**src/rtl/ps_frame_sequencer.sv**
```systemverilog
// ps_frame_sequencer
//
// Upstream stage of the power-supply trigger serial link. It captures one
// setpoint request, builds the 100-bit link frame and strobes the
// parallel-to-serial shifter. The shifter's done level marks the end of the
// frame. An inter-frame gap follows every frame.
//
// Frame layout (LSB goes out on the line first):
//   [7:0] SYNC, [11:8] addr, [15:12] cmd, [35:16] sp0, [55:36] sp1,
//   [75:56] sp2, [95:76] sp3, [99:96] XOR of the 24 nibbles of [95:0]
//
// Ports:
//   clk          rising-edge clock
//   reset        asynchronous active-high reset
//   start        request pulse, honoured only in IDLE
//   addr, cmd    4-bit address and command, captured with start
//   sp0..sp3     20-bit setpoints, captured with start
//   clr_err      clears the sticky error flags (a simultaneous set wins)
//   sh_done      shifter end-of-frame level, honoured only in WAIT
//   sh_load      one-cycle load strobe to the shifter
//   frame        frame word to the shifter, held outside LOAD
//   busy         high in LOAD, WAIT and GAP
//   frame_sent   one-cycle pulse per completed frame
//   err_overrun  sticky: start seen while busy
//   err_timeout  sticky: sh_done missing for TIMEOUT cycles in WAIT
//   frame_count  completed frames, wraps at 16 bits
module ps_frame_sequencer #(
    parameter logic [7:0] SYNC       = 8'h7E,
    parameter int         GAP_CYCLES = 4,
    parameter int         TIMEOUT    = 127
) (
    input  logic          clk,
    input  logic          reset,
    input  logic          start,
    input  logic [3:0]    addr,
    input  logic [3:0]    cmd,
    input  logic [19:0]   sp0,
    input  logic [19:0]   sp1,
    input  logic [19:0]   sp2,
    input  logic [19:0]   sp3,
    input  logic          clr_err,
    input  logic          sh_done,
    output logic          sh_load,
    output logic [99:0]   frame,
    output logic          busy,
    output logic          frame_sent,
    output logic          err_overrun,
    output logic          err_timeout,
    output logic [15:0]   frame_count
);

    localparam logic [1:0] IDLE = 2'd0;
    localparam logic [1:0] LOAD = 2'd1;
    localparam logic [1:0] WAIT = 2'd2;
    localparam logic [1:0] GAP  = 2'd3;

    localparam logic [7:0] TIMEOUT_LIMIT = 8'(TIMEOUT);
    localparam logic [7:0] GAP_LAST      = 8'(GAP_CYCLES - 1);

    logic [1:0]  state_reg;
    logic [7:0]  wait_cnt_reg;
    logic [7:0]  gap_cnt_reg;

    // Frame body without checksum, straight from the request inputs.
    logic [95:0] body;
    assign body = {sp3, sp2, sp1, sp0, cmd, addr, SYNC};

    // Running XOR over the 24 body nibbles; element 24 is the checksum.
    logic [24:0][3:0] nib_acc;
    assign nib_acc[0] = 4'h0;

    genvar gi;
    generate
        for (gi = 0; gi < 24; gi++) begin : g_checksum
            assign nib_acc[gi + 1] = nib_acc[gi] ^ body[gi*4 +: 4];
        end
    endgenerate

    // Error set conditions. Timeout only fires when sh_done is absent in
    // the very cycle the counter hits the limit: a late done still counts.
    logic overrun_set;
    logic timeout_set;
    assign overrun_set = start && (state_reg != IDLE);
    assign timeout_set = (state_reg == WAIT) && !sh_done
                         && (wait_cnt_reg == TIMEOUT_LIMIT);

    assign sh_load = (state_reg == LOAD);
    assign busy    = (state_reg != IDLE);

    always_ff @(posedge clk or posedge reset) begin
        if (reset) begin
            state_reg    <= IDLE;
            wait_cnt_reg <= 8'd0;
            gap_cnt_reg  <= 8'd0;
            frame        <= 100'd0;
            frame_sent   <= 1'b0;
            frame_count  <= 16'd0;
            err_overrun  <= 1'b0;
            err_timeout  <= 1'b0;
        end else begin
            frame_sent  <= 1'b0;
            err_overrun <= overrun_set | (err_overrun & ~clr_err);
            err_timeout <= timeout_set | (err_timeout & ~clr_err);

            case (state_reg)
                IDLE: begin
                    if (start) begin
                        frame     <= {nib_acc[24], body};
                        state_reg <= LOAD;
                    end
                end
                LOAD: begin
                    // sh_done is deliberately not looked at here: the
                    // free-running shifter may still flag the end of an
                    // unrelated frame during the load cycle.
                    wait_cnt_reg <= 8'd0;
                    state_reg    <= WAIT;
                end
                WAIT: begin
                    gap_cnt_reg <= 8'd0;
                    if (sh_done) begin
                        frame_sent  <= 1'b1;
                        frame_count <= frame_count + 16'd1;
                        state_reg   <= GAP;
                    end else if (wait_cnt_reg == TIMEOUT_LIMIT) begin
                        state_reg <= GAP;
                    end else begin
                        wait_cnt_reg <= wait_cnt_reg + 8'd1;
                    end
                end
                default: begin
                    if (gap_cnt_reg == GAP_LAST) begin
                        state_reg <= IDLE;
                    end else begin
                        gap_cnt_reg <= gap_cnt_reg + 8'd1;
                    end
                end
            endcase
        end
    end

endmodule

```
**config.mk**
```make
export PLATFORM = sky130hd
export DESIGN_NAME = ps_frame_sequencer
export DESIGN_NICKNAME = d
export VERILOG_FILES = /design/src/rtl/ps_frame_sequencer.sv
export SDC_FILE = /design/constraint.sdc
export NUM_CORES = 1
export LEC_CHECK = 0
export BUFFER_PORTS_ARGS = -buffer_cell sky130_fd_sc_hd__clkbuf_2
export CORE_MARGIN = 10
export CORE_UTILIZATION = 40
export CTS_BUF_LIST = sky130_fd_sc_hd__clkbuf_8
export CTS_CLUSTER_SIZE = 12
export DETAILED_ROUTE_END_ITERATION = 8
export PLACE_DENSITY = 0.65
export SKIP_LAST_GASP = 1
export SLEW_MARGIN = 25
export SYNTH_ARGS = -nofsm -noshare
export SYNTH_HDL_FRONTEND = slang
export SYNTH_SLANG_ARGS = --single-unit
export TNS_END_PERCENT = 50
```
**constraint.sdc**
```tcl
create_clock -name clk -period 4.9 [get_ports clk]
set_input_delay 0.49 -clock clk [delete_from_list [all_inputs] [get_ports clk]]
set_output_delay 0.49 -clock clk [all_outputs]
set_load 0.02 [all_outputs]
```
==> results of run 1 <==
## per-stage QoR
stage	hold WS (ns)	total power [mW]	worst slack [ns]	cells
3_5_place_dp	0.4602	4.029	2.354	841
5_1_grt	0.2213	5.006	2.213	868
6_report	0.2501	4.689	2.387	868
4_1_cts	0.2123	4.778	2.361	868
2_1_floorplan	0.4975	3.269	0.9407	464
3_3_place_gp	0.4587	3.956	2.472	841
## routing by layer
metal / wire [um] / part of all wire, %
met2: 7520 / 51
met4: 229 / 1.5
met1: 5799 / 39
met5: 0 / 0
met3: 1271 / 8.6
## path summary, 6_finish.rpt
kind	start	endpoint	slack, ns	cells after the start
min reg2reg	frame_count[15]$_DFFE_PP0P_	frame_count[15]$_DFFE_PP0P_	0.47	1
max	state_reg[1]$_DFFE_PP0P_	frame[23]$_DFFE_PP0P_	2.39	5
min	clr_err	err_timeout$_DFF_PP0_	0.25	2
max in group asynchronous	reset	frame[93]$_DFFE_PP0P_	3.33	4
max reg2reg	state_reg[1]$_DFFE_PP0P_	frame[23]$_DFFE_PP0P_	2.39	5
min in group asynchronous	reset	frame[66]$_DFFE_PP0P_	0.56	3
## critical path, stage by stage (launching register included)
cell and delay (ns):
dfrtp_1 0.39, inv_1 0.08, ha_1 0.31, nand2_4 0.60, buf_4 0.55, mux2_2 0.40
## cell type report
type | instances | area (um^2)
clock inverters | 6 | 23.77
flip-flops and latches | 130 | 3253
clock buffers | 20 | 275.3
well taps | 184 | 230.2
multi-input cells | 304 | 2641
repair buffers | 215 | 1089
fillers | 1323 | 7151
inverters | 9 | 36.28
## power groups by stage
| stage | sequential [mW] | combinational (mW) | clock [mW] |
|---|---|---|---|
| after floorplan | 2.30 | 0.969 | 0 |
| after global placement | 1.81 | 2.15 | 0 |
| after detailed placement | 1.83 | 2.20 | 0 |
| after CTS | 1.81 | 2.21 | 0.759 |
| after global routing | 1.87 | 2.33 | 0.805 |
| final | 1.81 | 2.15 | 0.725 |
## cell families (layout without fill, tap and decap cells)
| logic type | after synthesis | count (layout) |
|---|---|---|
| AO/OA/AOI/OAI | 23 | 23 |
| XOR/XNOR | 109 | 109 |
| flip-flops | 130 | 130 |
| AND/OR/NAND/NOR | 72 | 72 |
| multiplexers | 91 | 91 |
| other | 1 | 2 |
| buffers and inverters | 30 | 250 |
| adder cells (fa/ha/maj) | 7 | 7 |
## cell usage in the layout (no fill, tap or decap), drive strengths merged, types with 2 or more instances in the layout
master	count
buf	3
dfrtp	130
clkbuf	231
xnor2	91
xor2	18
nor4	2
nand3b	2
o21ai	12
inv	14
mux2	90
nor2	15
nand2	18
conb	2
and3	3
and4	3
a21oi	6
nand4	7
nor3	6
nand3	9
ha	7
==> flow_summary.ini, run 1 <==
[floorplanning]
initial_core_util_pct = 41.13
die_area_um2 = 20430
std_cell_rows = 44
core_um2 = 14700
die_x_um = 142.9
die_h_um = 142.9
io_pins = 214

[yosys]
synth_largest_area_cell = dfrtp_1
synth_warnings = 0
synth_area_um2 = 6046
yosys.area_share.xor_xnor_pct = 15.79
ys_seq_area_share_pct = 53.81
synth_seq_cells = 130
synthArstFlopShare_pct = 100.0
synthTopCellsByCount = dfrtp_1 (130), xnor2_1 (91), mux2_2 (89)
synth_compound_area_share_pct = 2.318
yosysMostFrequentCell = dfrtp_1
synth_edf_count = 0
yosysTopAreaCellShare_pct = 53.81
synth_top_family_by_area = multiplexers
synthAdderAreaFrac_pct = 1.449
ys.flop_type = dfrtp_1
ys_types = 43
synth-simple-area-share_pct = 6.892
avgSynthCellArea_um2 = 13.06
synth_mux_area_share_pct = 16.99
synthTopCellsByArea = dfrtp_1 (54%), mux2_2 (17%), xnor2_1 (13%)
syn_inst = 463

[clock_network]
postCtsHoldBufs = 1
cts_resized = 0
cts_root_buffer = clkbuf_8
clock_sinks = 130
numCtsBuffers = 17
path_clk_slew_ns = 0.06
post_cts_buffers = 0
clk_latency_ns = 0.43
h-tree-depth = 4
cts_tree = built
clockBufferDepth = 2

[power_and_ir_drop]
leakage_nw = 3.640
power_density_nw_per_um2 = 621.1
seq_power_share_pct = 38.6
p_switching_mw = 1.888
internal-power_mw = 2.801
vdd_ir_drop_max_mv = 0.3138
clkPwrFrac_pct = 15.5
p_comb_share_pct = 45.9
switching_share_pct = 40.27

[timing]
post-route-period-util_pct = 51.28
tightestPinTransition_ns = 0.7509
fmax_mhz = 398.0
max_slew_margin_pct = 49.94
period_needed_ns = 2.513
drv_slew = 0
fin_tns_setup_ns = 0
skew_ns = 0.007141
hold_viol_final = 0
rsz0062_at_grt = no
setup_violations = 0

[final_layout]
fin_util_pct = 51.35
num_antenna_cells = 0
largest_reg_flops = 93
final_nets = 777
area_growth_syn_to_layout_pct = 24.86
drive_gt1_share_pct = 49.27
top_register = frame
finalInstanceArea_um2 = 7548
reg.largest.list = frame: 93 flops, frame_count: 16 flops

[placed_design]
post_dp_cell_area_um2 = 7239
routabilityCongestion = 0.8297
place_hpwl_um = 11710
portBuffers = 211

[grt]
grtUsageTotal_pct = 14.59
gr-usage-met1_pct = 16.12
use_met2_pct = 24.47
use_met3_pct = 6.534
grt_pass1_wl_um = 23540
grt_pass1_vias = 4536
overflow = 0
busiest_layer = met2
grt_antenna_before_repair = 0
grt_max_degree = 60

[run]
maxCapViolCount = 0

[route]
drc = 0
vias_per_cell = 4.789
drtAntennaViolNets = 0
routed-via-count = 4157
drt_wl_total_um = 14820
dr.pass1.iters = 4
drtIter0Drc = 94
routedWlPerCell_um = 17.07

[critical_path]
cp-end-kind = flop
cp.arrival_ns = 2.82
start_kind = flop
worst-path-max-fanout = 59
critical_path_class = reg -> reg
cp_data_required_time_ns = 5.21

[min_path]
min_path_type = in -> reg

[status]
status = finished, final reports clean
Power figures use the tool's default switching activity.
==> run 2, diff against run 1 <==
==> constraint.sdc (replaced) <==
create_clock -name clk -period 2.59 [get_ports clk]
set_input_delay 0.259 -clock clk [delete_from_list [all_inputs] [get_ports clk]]
set_output_delay 0.259 -clock clk [all_outputs]
set_load 0.02 [all_outputs]
==> flow_summary.ini, run 2 (synthesis gave the netlist of run 1 again) <==
[status]
status = finished with violations
violations = hold timing

[final_layout]
largest_reg_flops = 93
final_cell_mix = clkbuf_2 (211), dfrtp_1 (130), xnor2_1 (91)
layout_commonest_cell = clkbuf_2
drive_gt1_share_pct = 50.51
fin_util_pct = 52.61
top_register = frame
area_growth_syn_to_layout_pct = 27.92
reg.largest.list = frame: 93 flops, frame_count: 16 flops
final_nets = 780
fill_cells = 1306
fin_cells = 877
num_antenna_cells = 0

[floorplanning]
die_h_um = 142.9
std_cell_rows = 44
io_pins = 214
die_area_um2 = 20430
core_um2 = 14700
initial_core_util_pct = 41.13
die_x_um = 142.9

[critical_path]
cpPeakStageDelay_ns = 0.41
cp.arrival_ns = 2.28
reg2reg_depth = 5
critical_path_class = reg -> reg
path_cells = inv_1 > ha_1 > nand2_4 > buf_12 > mux2_2
critPathSlowestCell = dfrtp_1
timing.rr.start = state_reg[1]$_DFFE_PP0P_
cp_data_required_time_ns = 2.90
start_kind = flop
reg2reg_slack_ns = 0.62
critPathTopFamily = flip-flops
regToRegEndpoint = frame[33]$_DFFE_PP0P_
cp-end-kind = flop
worst-path-max-fanout = 33
path_buf_inv = 2

[timing]
period_needed_ns = 1.969
hold_viol_final = 1
drv_slew = 0
fmax_mhz = 507.8
skew_ns = 0.009122
rsz0062_at_grt = no
max_slew_margin_pct = 53.21
hold_ws_ns = -0.0003305
fin_tns_setup_ns = 0
post-route-period-util_pct = 76.04
setup_violations = 0
tightestPinTransition_ns = 0.7018

[grt]
grtUsageTotal_pct = 14.76
grt_max_degree = 131
grt_pass1_vias = 4558
grt_pass1_wl_um = 23740
overflow = 0
grt_antenna_before_repair = 0

[clock_network]
clockBufferDepth = 2
cts_tree = built
postCtsHoldBufs = 1
post_cts_buffers = 0
h-tree-depth = 4
path_clk_slew_ns = 0.07
clock_sinks = 130
numCtsBuffers = 17
clk_latency_ns = 0.44
cts_resized = 0
cts_root_buffer = clkbuf_8

[min_path]
min_path_type = in -> async

[power_and_ir_drop]
power_density_nw_per_um2 = 1215
vdd_ir_drop_max_mv = 0.5707
leakage_nw = 3.710

[route]
routedWlPerCell_um = 17.40
vias_per_cell = 4.758
routed-via-count = 4173
drt_wl_total_um = 15260
drc = 0
drtIter0Drc = 140
drtAntennaViolNets = 0
dr.pass1.iters = 4

[placed_design]
placed_cells = 844
place_hpwl_um = 11910
portBuffers = 211
routabilityCongestion = 0.7740

[run]
maxCapViolCount = 0
## run 2: cell types whose count changed in the layout (fill, tap and decap cells not counted)
cell and change:
clkinv_2 +4, inv_1 -4, buf_12 +3, bufinv_16 +3, clkinvlp_4 +3, clkbuf_8 +1, inv_4 -1
## run 2: worst register-to-register path, cell delays in order (launching register included)
cell and delay, ns:
dfrtp_1 0.41, inv_1 0.08, ha_1 0.31, nand2_4 0.39
buf_12 0.28, mux2_2 0.38
## run 2: worst max path at each step
stage	cells after the start	from	slack, ns	end
2_1_floorplan	1	reset	0.72	err_overrun$_DFF_PP0_
3_3_place_gp	5	state_reg[0]$_DFFE_PP0P_	0.70	frame[46]$_DFFE_PP0P_
3_5_place_dp	5	state_reg[1]$_DFFE_PP0P_	0.61	frame[45]$_DFFE_PP0P_
4_1_cts	5	state_reg[1]$_DFFE_PP0P_	0.60	frame[33]$_DFFE_PP0P_
5_1_grt	5	state_reg[1]$_DFFE_PP0P_	0.50	frame[49]$_DFFE_PP0P_
6_report	5	state_reg[1]$_DFFE_PP0P_	0.62	frame[33]$_DFFE_PP0P_
## run 2: layout make-up
type                            instances  area (um^2)  share of cell area, %
Timing Repair Buffer                  218         1149                  14.85
Tap cell                              184        230.2                  2.977
Clock inverter                         11        133.9                  1.731
Inverter                                9        37.54                 0.4854
Clock buffer                           21        289.0                  3.737
Multi-Input combinational cell        304         2641                  34.15
Sequential cell                       130         3253                  42.06
## run 2: where the power goes
group	switching, mW	total (mW)	leakage [nW]	internal (mW)
logic	2.39	4.15	1.90	1.76
registers	0.531	3.42	1.59	2.89
clock network	0.776	1.82	0.219	1.04
## run 2: per-layer routing
layer  wire length, um  track usage (%)  vias to the layer above
met5                 0                0                        -
met4               234            5.483                        0
met3              1332            6.335                       17
met2              7569            24.25                      134
met1              6125            16.73                     2021
li1                  -                -                     2001
## run 2: metrics by stage
step	total power, mW	hold slack (ns)	area (um^2)	setup slack, ns
finish	9.393	-0.0003305	7734	0.6207
global route	9.978	0.05225	7734	0.4986
CTS	9.567	0.02177	7734	0.6031
detailed placement	7.690	0.4659	7301	0.6147
global placement	7.552	0.4584	7301	0.7019
floorplan	6.185	0.3501	6053	0.7218
==> run 3, diff against run 2 <==
--- a/config.mk
+++ b/config.mk
@@ -11,7 +11,7 @@
 export CTS_BUF_LIST = sky130_fd_sc_hd__clkbuf_8
 export CTS_CLUSTER_SIZE = 12
 export DETAILED_ROUTE_END_ITERATION = 8
-export PLACE_DENSITY = 0.65
+export PLACE_DENSITY = 0.68
 export SKIP_LAST_GASP = 1
 export SLEW_MARGIN = 25
 export SYNTH_ARGS = -nofsm -noshare
==> constraint.sdc (replaced) <==
create_clock -name clk -period 1.75 [get_ports clk]
set_input_delay 0.175 -clock clk [delete_from_list [all_inputs] [get_ports clk]]
set_output_delay 0.175 -clock clk [all_outputs]
set_load 0.02 [all_outputs]
==> flow_summary.ini, run 3 (synthesis gave the netlist of run 1 again) <==
[critical_path]
timing.rr.start = state_reg[0]$_DFFE_PP0P_
reg2reg_depth = 7
critPathSlowestCell = dfrtp_1
path_cells = inv_2 > ha_2 > inv_1 > clkbuf_2
start_kind = flop
worst-path-max-fanout = 9
regToRegEndpoint = gap_cnt_reg[7]$_DFFE_PP0P_
cp-end-kind = output port
reg2reg_slack_ns = 0.09
critPathTopFamily = flip-flops
cp_data_required_time_ns = 1.57
cp.arrival_ns = 1.50
cpPeakStageDelay_ns = 0.41
path_buf_inv = 3
critical_path_class = reg -> out

[timing]
fin_tns_setup_ns = 0
skew_ns = 0.008612
rsz0062_at_grt = yes
post-route-period-util_pct = 95.81
hold_viol_final = 0
hold_ws_ns = 0.03484
setup_violations = 0
fmax_mhz = 596.4
period_needed_ns = 1.677
drv_slew = 0
setup_ws_ns = 0.07336

[floorplanning]
die_area_um2 = 20430
initial_core_util_pct = 41.13
die_h_um = 142.9
core_um2 = 14700
std_cell_rows = 44
io_pins = 214
die_x_um = 142.9

[final_layout]
fin_util_pct = 59.54
area_growth_syn_to_layout_pct = 44.76
top_register = frame
drive_gt1_share_pct = 46.16
reg.largest.list = frame: 93 flops, frame_count: 16 flops
final_cell_mix = clkbuf_2 (211), dfrtp_1 (130), xnor2_1 (91)
largest_reg_flops = 93
layout_commonest_cell = clkbuf_2
final_nets = 882

[route]
drtAntennaViolNets = 0
routedWlPerCell_um = 17.10
wl_met2_um = 8769
drtIter0Drc = 147
wl_met1_um = 6435
vias_per_cell = 4.705
wl_met3_um = 1210
drc = 0
drt_wl_total_um = 16810
topRoutingLayerUsed = met4
routed-via-count = 4625
dr.pass1.iters = 6

[placed_design]
portBuffers = 211
place_hpwl_um = 11890
dp_slack_ns = -0.02580
routabilityCongestion = 0.8312

[grt]
grt_antenna_before_repair = 1
overflow = 0
grt_pass1_vias = 5077
grtUsageTotal_pct = 16.36
grt_pass1_wl_um = 26340
grt_max_degree = 59

[clock_network]
cts_tree = built
clk_latency_ns = 0.44
clock_sinks = 130
h-tree-depth = 4
numCtsBuffers = 17
clockBufferDepth = 2
cts_root_buffer = clkbuf_8
path_clk_slew_ns = 0.06

[status]
status = finished, final reports clean

[power_and_ir_drop]
clkPwrFrac_pct = 18.5
leakage_nw = 4.149
power_density_nw_per_um2 = 1629
p_comb_share_pct = 46.0
p_switching_mw = 5.567
switching_share_pct = 39.04
seq_power_share_pct = 35.5
vdd_ir_drop_max_mv = 0.8654
internal-power_mw = 8.692

[run]
maxCapViolCount = 0

[min_path]
hold_depth = 2
min_path_type = in -> reg
min_from = sp0[15]
hold_end = frame[31]$_DFFE_PP0P_
-- run 3: changes by cell type in the layout (fill, tap and decap cells not counted), moves of 2 or more --
cell and delta:
buf_4 +12, clkinv_2 -2, diode_2 +4, dlygate4sd3_1 +88, ha_1 -2, ha_2 +2
-- run 3: layer usage --
| layer | vias to the layer above | track usage [%] |
|---|---|---|
| li1 | 2204 | - |
| met1 | 2227 | 17.43 |
| met2 | 158 | 28.39 |
| met3 | 36 | 5.937 |
| met4 | 0 | 7.438 |
| met5 | - | 0 |
-- run 3: repair_timing --
item | 4_1_cts | 5_1_grt
hold buffers | 89 | 0
resized for setup | 1 | 6
hold endpoints to repair | 219 | 0
setup buffers | 0 | 4
setup endpoints to repair | 9 | 19
pin swaps | 0 | 3
-- run 3: power groups by stage --
stage / Clock [mW] / Combinational, mW / Sequential [mW]
5_1_grt: 2.87 / 7.08 / 5.21
2_1_floorplan: 0 / 2.71 / 6.44
4_1_cts: 2.74 / 6.58 / 5.05
6_report: 2.64 / 6.56 / 5.06
3_5_place_dp: 0 / 6.39 / 5.09
3_3_place_gp: 0 / 6.27 / 5.01
-- run 3: through the flow --
stage	std cells	total power [mW]	instance area, um^2
floorplan	464	9.154	6053
global placement	854	11.28	7388
detailed placement	854	11.48	7388
CTS	975	14.36	8697
global route	980	15.17	8745
finish	983	14.26	8752
-- run 3: how the worst max path moves through the flow --
stage / cells past startpoint / slack [ns] / startpoint / to
after floorplan: 1 / -0.03 / reset / err_overrun$_DFF_PP0_
after global placement: 7 / 0.06 / state_reg[0]$_DFFE_PP0P_ / gap_cnt_reg[7]$_DFFE_PP0P_
after detailed placement: 7 / -0.03 / state_reg[1]$_DFFE_PP0P_ / gap_cnt_reg[7]$_DFFE_PP0P_
after CTS: 4 / -0.0004 / state_reg[0]$_DFFE_PP0P_ / busy
after global routing: 4 / -0.06 / state_reg[1]$_DFFE_PP0P_ / busy
final: 4 / 0.07 / state_reg[0]$_DFFE_PP0P_ / busy
-- run 3: area by class of cell --
cell class,count,area (um^2)
timing repair buffer,320,2151
tap,184,230.2
clock buffer,20,275.3
clock inverter,12,140.1
multi-input combinational,304,2655
inverter,9,37.54
sequential,130,3253
fill,1154,5947
antenna,4,10.01
